### src/rtl/uart_frame_dispatch.sv
// uart_frame_dispatch: packs UART bytes into 32-bit words, decodes config/launch frames and gates launch pulses.
// Optional inter-byte timeout abort is compiled in with `define FRAME_TIMEOUT_EN.
module uart_frame_dispatch #(
    parameter int NUM_CHANNEL    = 4,
    parameter int DEPTH          = 2,
    parameter int LAUNCH_WORDS   = 4,
    parameter int TIMEOUT_CYCLES = 20000
) (
    input  logic                               i_clk,
    input  logic                               i_rst,
    input  logic [7:0]                         i_rx_data,
    input  logic                               i_rx_valid,
    input  logic [NUM_CHANNEL-1:0]             i_ch_idle,
    output logic [NUM_CHANNEL-1:0]             o_cfg_we,
    output logic [$clog2(DEPTH*3+2)-1:0]       o_cfg_addr,
    output logic [31:0]                        o_cfg_data,
    output logic [NUM_CHANNEL-1:0]             o_launch,
    output logic [32*LAUNCH_WORDS-1:0]         o_launch_regs,
    output logic                               o_busy,
    output logic                               o_err,
    output logic [1:0]                         o_err_code
);
    localparam int TOTAL_REGS = DEPTH * 3 + 2;
    localparam int AW         = $clog2(TOTAL_REGS);
    localparam int MAXW       = TOTAL_REGS > LAUNCH_WORDS ? TOTAL_REGS : LAUNCH_WORDS;
    localparam int WCW        = $clog2(MAXW);
    localparam int CHW        = NUM_CHANNEL > 1 ? $clog2(NUM_CHANNEL) : 1;

    typedef enum logic [1:0] {S_HDR, S_CFG, S_LAUNCH, S_LWAIT} state_t;

    state_t                 state, state_n;
    logic [1:0]             byte_cnt, byte_cnt_n;
    logic [WCW-1:0]         word_cnt, word_cnt_n;
    logic [23:0]            byte_sr;
    logic [CHW-1:0]         ch, ch_n, hdr_ch;
    logic                   cfg_ok, cfg_ok_n, hdr_hit;
    logic [NUM_CHANNEL-1:0] mask, mask_n, cfg_we_n;
    logic [1:0]             err_n;
    logic                   acc, wd, go, tmo;
    logic [31:0]            word;

    // Bytes arriving while a launch is pending are dropped, never shifted in.
    assign acc    = i_rx_valid && state != S_LWAIT;
    assign wd     = acc && byte_cnt == 2'd3;
    assign word   = {byte_sr, i_rx_data};
    assign go     = (i_ch_idle & mask) == mask;
    assign o_busy = state != S_HDR || byte_cnt != 2'd0;

`ifdef FRAME_TIMEOUT_EN
    localparam int TW = $clog2(TIMEOUT_CYCLES + 1);
    logic [TW-1:0] tmr;
    logic          armed;
    assign armed = (state == S_HDR && byte_cnt != 2'd0) || state == S_CFG || state == S_LAUNCH;
    assign tmo   = armed && !i_rx_valid && tmr == TW'(TIMEOUT_CYCLES - 1);
    always_ff @(posedge i_clk)
        tmr <= (i_rst || i_rx_valid || !armed || tmo) ? '0 : tmr + 1'b1;
`else
    assign tmo = 1'b0;
`endif

    always_comb begin
        hdr_hit = 1'b0;
        hdr_ch  = '0;
        for (int i = 0; i < NUM_CHANNEL; i++)
            if (word == ~(32'd1 << (i + 8))) begin
                hdr_hit = 1'b1;
                hdr_ch  = CHW'(i);
            end
    end

    always_comb begin
        state_n    = state;
        byte_cnt_n = acc ? byte_cnt + 2'd1 : byte_cnt;
        word_cnt_n = word_cnt;
        ch_n       = ch;
        cfg_ok_n   = cfg_ok;
        mask_n     = mask;
        cfg_we_n   = '0;
        err_n      = 2'd0;
        o_launch   = '0;
        case (state)
            S_HDR: if (wd) begin
                word_cnt_n = '0;
                if (word == 32'hFFFF_FFFF) state_n = S_LAUNCH;
                else if (hdr_hit) begin
                    state_n  = S_CFG;
                    ch_n     = hdr_ch;
                    cfg_ok_n = i_ch_idle[hdr_ch];
                    err_n    = i_ch_idle[hdr_ch] ? 2'd0 : 2'd2;
                end else err_n = 2'd1;
            end
            S_CFG: if (wd) begin
                cfg_we_n   = cfg_ok ? NUM_CHANNEL'(1) << ch : '0;
                word_cnt_n = word_cnt + 1'b1;
                if (word_cnt == WCW'(TOTAL_REGS - 1)) begin
                    state_n    = S_HDR;
                    word_cnt_n = '0;
                end
            end
            S_LAUNCH: if (wd) begin
                if (word_cnt == '0) mask_n = word[NUM_CHANNEL-1:0];
                word_cnt_n = word_cnt + 1'b1;
                if (word_cnt == WCW'(LAUNCH_WORDS - 1)) begin
                    state_n    = S_LWAIT;
                    word_cnt_n = '0;
                end
            end
            default: begin
                err_n    = i_rx_valid ? 2'd3 : 2'd0;
                o_launch = go ? mask : '0;
                state_n  = go ? S_HDR : S_LWAIT;
            end
        endcase
        if (tmo) begin
            state_n    = S_HDR;
            byte_cnt_n = 2'd0;
            word_cnt_n = '0;
            err_n      = 2'd3;
        end
    end

    always_ff @(posedge i_clk)
        if (i_rst) begin
            state      <= S_HDR;
            byte_cnt   <= 2'd0;
            word_cnt   <= '0;
            byte_sr    <= '0;
            ch         <= '0;
            cfg_ok     <= 1'b0;
            mask       <= '0;
            o_cfg_we   <= '0;
            o_cfg_addr <= '0;
            o_cfg_data <= '0;
            o_err      <= 1'b0;
            o_err_code <= 2'd0;
        end else begin
            state    <= state_n;
            byte_cnt <= byte_cnt_n;
            word_cnt <= word_cnt_n;
            ch       <= ch_n;
            cfg_ok   <= cfg_ok_n;
            mask     <= mask_n;
            o_cfg_we <= cfg_we_n;
            o_err    <= err_n != 2'd0;
            if (acc) byte_sr <= {byte_sr[15:0], i_rx_data};
            if (state == S_CFG && wd) begin
                o_cfg_addr <= word_cnt[AW-1:0];
                o_cfg_data <= word;
            end
            if (err_n != 2'd0) o_err_code <= err_n;
        end

    always_ff @(posedge i_clk)
        if (i_rst) o_launch_regs <= '0;
        else
            for (int k = 0; k < LAUNCH_WORDS; k++)
                if (state == S_LAUNCH && wd && word_cnt == WCW'(k))
                    o_launch_regs[32*k +: 32] <= word;
endmodule

### config.mk
export PLATFORM = sky130hd
export DESIGN_NAME = uart_frame_dispatch
export DESIGN_NICKNAME = d
export VERILOG_FILES = /design/src/rtl/uart_frame_dispatch.sv
export SDC_FILE = /design/constraint.sdc
export NUM_CORES = 1
export LEC_CHECK = 0
export BUFFER_PORTS_ARGS = -buffer_cell sky130_fd_sc_hd__buf_2
export CAP_MARGIN = 0
export CORE_AREA = 2 2 92 160
export DETAILED_ROUTE_END_ITERATION = 8
export DIE_AREA = 0 0 94 162
export PLACE_DENSITY_LB_ADDON = 0.05
export SETUP_SLACK_MARGIN = 0.05
export SKIP_LAST_GASP = 1
export SYNTH_ARGS = -nofsm -noshare
export SYNTH_HDL_FRONTEND = slang
export SYNTH_SLANG_ARGS = --single-unit
### constraint.sdc
create_clock -name i_clk -period 5.93 [get_ports i_clk]
set_input_delay 0 -clock i_clk [delete_from_list [all_inputs] [get_ports i_clk]]
set_output_delay 0 -clock i_clk [all_outputs]
set_load 0.02 [all_outputs]
==> results.sh <==
export IMPL_peakVddDrop_mv=0.361
export IMPL_drv_slew=0
export IMPL_max_cap_violations=0
export IMPL_dieArea_um2=15200
export IMPL_ys_types=44
export IMPL_synth_enable_flop_cells=0
export IMPL_drc=0
export IMPL_p_leak_nw=3.82
export IMPL_ff_latch_area_um2=4080
export IMPL_track_usage=0.285
export IMPL_worstMarginPinSlew_ns=1.19
export IMPL_die_x_um=94
export IMPL_yosysTopAreaCell="dfxtp_1"
export IMPL_min_from="i_rst"
export IMPL_yosys_area_share_simple=0.242
export IMPL_ys_flop_type="dfxtp_1"
export IMPL_cp_start_kind="flip-flop"
export IMPL_clkPwrFrac=0.442
export IMPL_cp_slowest_stage_delay_ns=0.71
export IMPL_drive_above_1_share=0.201
export IMPL_fin_worst_skew_ns=0.0149
export IMPL_cts_made_buffers=18
export IMPL_synth_top_family_by_area="simple AND/OR/NAND/NOR gates"
export IMPL_syn_to_final_growth_pct=19.8
export IMPL_antenna_found_initial=0
export IMPL_drtAntennaViolNets=0
export IMPL_synth_top_area_frac=0.527
export IMPL_setup_violations=0
export IMPL_vias=7102
export IMPL_synth_area_leaders="dfxtp_1, nand2_1, a21oi_1"
export IMPL_grt_overflow_total=0
export IMPL_io_pins=190
export IMPL_grt_max_degree=114
export IMPL_wl_per_cell_um=16.7
export IMPL_path_common_cell="nand2_1"
export IMPL_yosysWarnings=0
export IMPL_synthArstFlopShare=0
export IMPL_finalCritPeriodShare=0.445
export IMPL_syn_mean_instance_area_um2=7.80
export IMPL_power_internal_mw=2.06
export IMPL_row_count=57
export IMPL_hp_class="input pin to flip-flop"
export IMPL_synth_seq_cells=204
export IMPL_combPwrFrac=0.025
export IMPL_clkTransAtPathRegs_ns=0.07
export IMPL_critical_path_class="flip-flop to flip-flop"
export IMPL_post_cts_resized=0
export IMPL_slew_headroom=0.206
export IMPL_finalHoldViolCount=0
export IMPL_synthMuxAreaShare=0
export IMPL_n_antenna_cell=0
export IMPL_fmax_mhz=379
export IMPL_synth_compound_area_share=0.152
export IMPL_synthAdderAreaFrac=0.0210
export IMPL_synthCells=994
export IMPL_yosysSeqAreaShare=0.527
export IMPL_yosys_area_share_xor_xnor=0.00226
export IMPL_seqPwrFrac=0.533
export IMPL_viasPerCell=5.36
export IMPL_rsz0062_at_grt="no"
export IMPL_core_area_um2=13900
export IMPL_cp_end_kind="flip-flop"
export IMPL_totalWireLength_mm=22.1
export IMPL_tritoncts="yes"
export IMPL_synth_area_um2=7760
export IMPL_synth_common_cells="nand2_1, dfxtp_1, a21oi_1"
export IMPL_die_y_um=162
export IMPL_power_switching_uw=566
export IMPL_syn_nets=1022
export IMPL_multi_input_area_um2=3240
export IMPL_grt_pass1_vias=6499
export IMPL_worstPathArrival_ns=2.98
export IMPL_fin_setup_tns_ns=0
export IMPL_final_nets=1167
export IMPL_first_pass_iters=5
export IMPL_fillers=1292
export IMPL_initial_core_util=0.558
export IMPL_final_core_util=0.668
export IMPL_port_buffer_count=189
export IMPL_gp_congestion=0.824
export IMPL_period_needed_ns=2.64
export IMPL_cts_sinks=204
export IMPL_rr_worst_depth=6
export IMPL_cp_required_ns=6.27
export IMPL_critPathSlowestCell="nand2_1"
export IMPL_yosysMostFrequentCell="nand2_1"
export IMPL_ctsRootBufferMaster="clkbuf_16"
export IMPL_cp_cell_sequence="ha_1 > and3b_1 > and3_1 > nand2_1 > nand2_1 > a21oi_1"
export IMPL_grt_pass1_wl_mm=34.5
export IMPL_drt_iter0_markers=454
export IMPL_whs_path_depth=2
export IMPL_powerDensity_nw_per_um2=282
export IMPL_insertion_delay_ns=0.49
export IMPL_place_hpwl_mm=14.4
export IMPL_timing_rr_start="state[0]$_SDFFE_PP0P_"
export IMPL_cts_max_level=1
export IMPL_switching_share=0.216
export IMPL_worst_path_max_fanout=32
export IMPL_clockBufferDepth=3
export IMPL_crit_path_start="state[0]$_SDFFE_PP0P_"
export IMPL_status="finished clean"
[layout make-up]
cell class	instances	area share
clock inverters	5	0.00929
inverters	14	0.00566
well taps	177	0.0238
clock buffers	24	0.0520
multi-input cells	693	0.349
repair buffers	208	0.121
flip-flops and latches	204	0.440
[power by group through the flow]
stage | Combinational (mW) | Clock (mW) | Sequential [mW]
finish | 0.0663 | 1.16 | 1.40
global route | 0.0728 | 1.23 | 1.40
CTS | 0.0661 | 1.17 | 1.40
detailed placement | 0.0610 | 0 | 1.43
global placement | 0.0609 | 0 | 1.43
floorplan | 0.0512 | 0 | 1.41
[per-layer routing]
metal  global-route usage  wire length, µm  up-vias
met5                    0                0        -
met4               0.0909              582        0
li1                     -                -     3524
met1                0.343             8470     3327
met3               0.0353             1260       38
met2                0.519            11800      213
[through the flow]
| step | setup WS [ns] | std cells | power (mW) | hold WS (ns) | cell area [µm²] |
|---|---|---|---|---|---|
| CTS | 3.29 | 1325 | 2.63 | 0.0611 | 9290 |
| global placement | 3.41 | 1286 | 1.49 | 0.336 | 8620 |
| floorplan | 3.96 | 994 | 1.46 | 0.136 | 7760 |
| detailed placement | 3.31 | 1286 | 1.49 | 0.336 | 8620 |
| global route | 3.00 | 1325 | 2.70 | 0.0963 | 9290 |
| finish | 3.29 | 1325 | 2.62 | 0.0659 | 9290 |
[final timing paths]
| kind | endpoint | slack [ns] |
|---|---|---|
| min reg2reg | o_launch_regs[103]$_SDFFE_PP0P_ | 0.45 |
| max reg2reg | o_launch_regs[70]$_SDFFE_PP0P_ | 3.29 |
| max | o_launch_regs[70]$_SDFFE_PP0P_ | 3.29 |
| min | word_cnt[2]$_SDFFE_PP0P_ | 0.07 |
[cell families after synthesis]
logic type      after synthesis
simple gates                453
compound gates              225
flops                       204
buf+inv                      97
fa+ha+maj                    13
xor+xnor                      2
[cells in the final DEF, fill, tap and decap left out, drive strengths merged, types with 4 or more instances in the layout]
| cell | count |
|---|---|
| nor2b | 6 |
| o21ai | 5 |
| and2 | 6 |
| nand4 | 8 |
| dfxtp | 204 |
| nand3 | 4 |
| inv | 14 |
| buf | 198 |
| ha | 13 |
| nor2 | 7 |
| nand2 | 393 |
| nor3 | 5 |
| dlygate4sd3 | 10 |
| and3 | 9 |
| a21oi | 202 |
| clkbuf | 24 |
[flip-flops by register name (all words and copies together), names as in the netlist, 3 cells and up]
name	flops
byte_sr	24
mask	3
o_cfg_addr	3
o_cfg_data	32
o_cfg_we	4
o_launch_regs	125
word_cnt	3
[what timing repair did]
action                                 CTS  global route
endpoints found under the hold margin   52             0
buffers inserted                         0             0
hold buffers                            10             0
[critical path: cells and delay by family, from the launching register on]
kind                       cells  cell delay, ns
and+or+nand+nor                4            1.72
DFF                            1            0.35
adders and majority gates      1            0.33
AOI/OAI and AO/OA              1            0.09
Note: power is estimated with default switching activity, not from simulation.
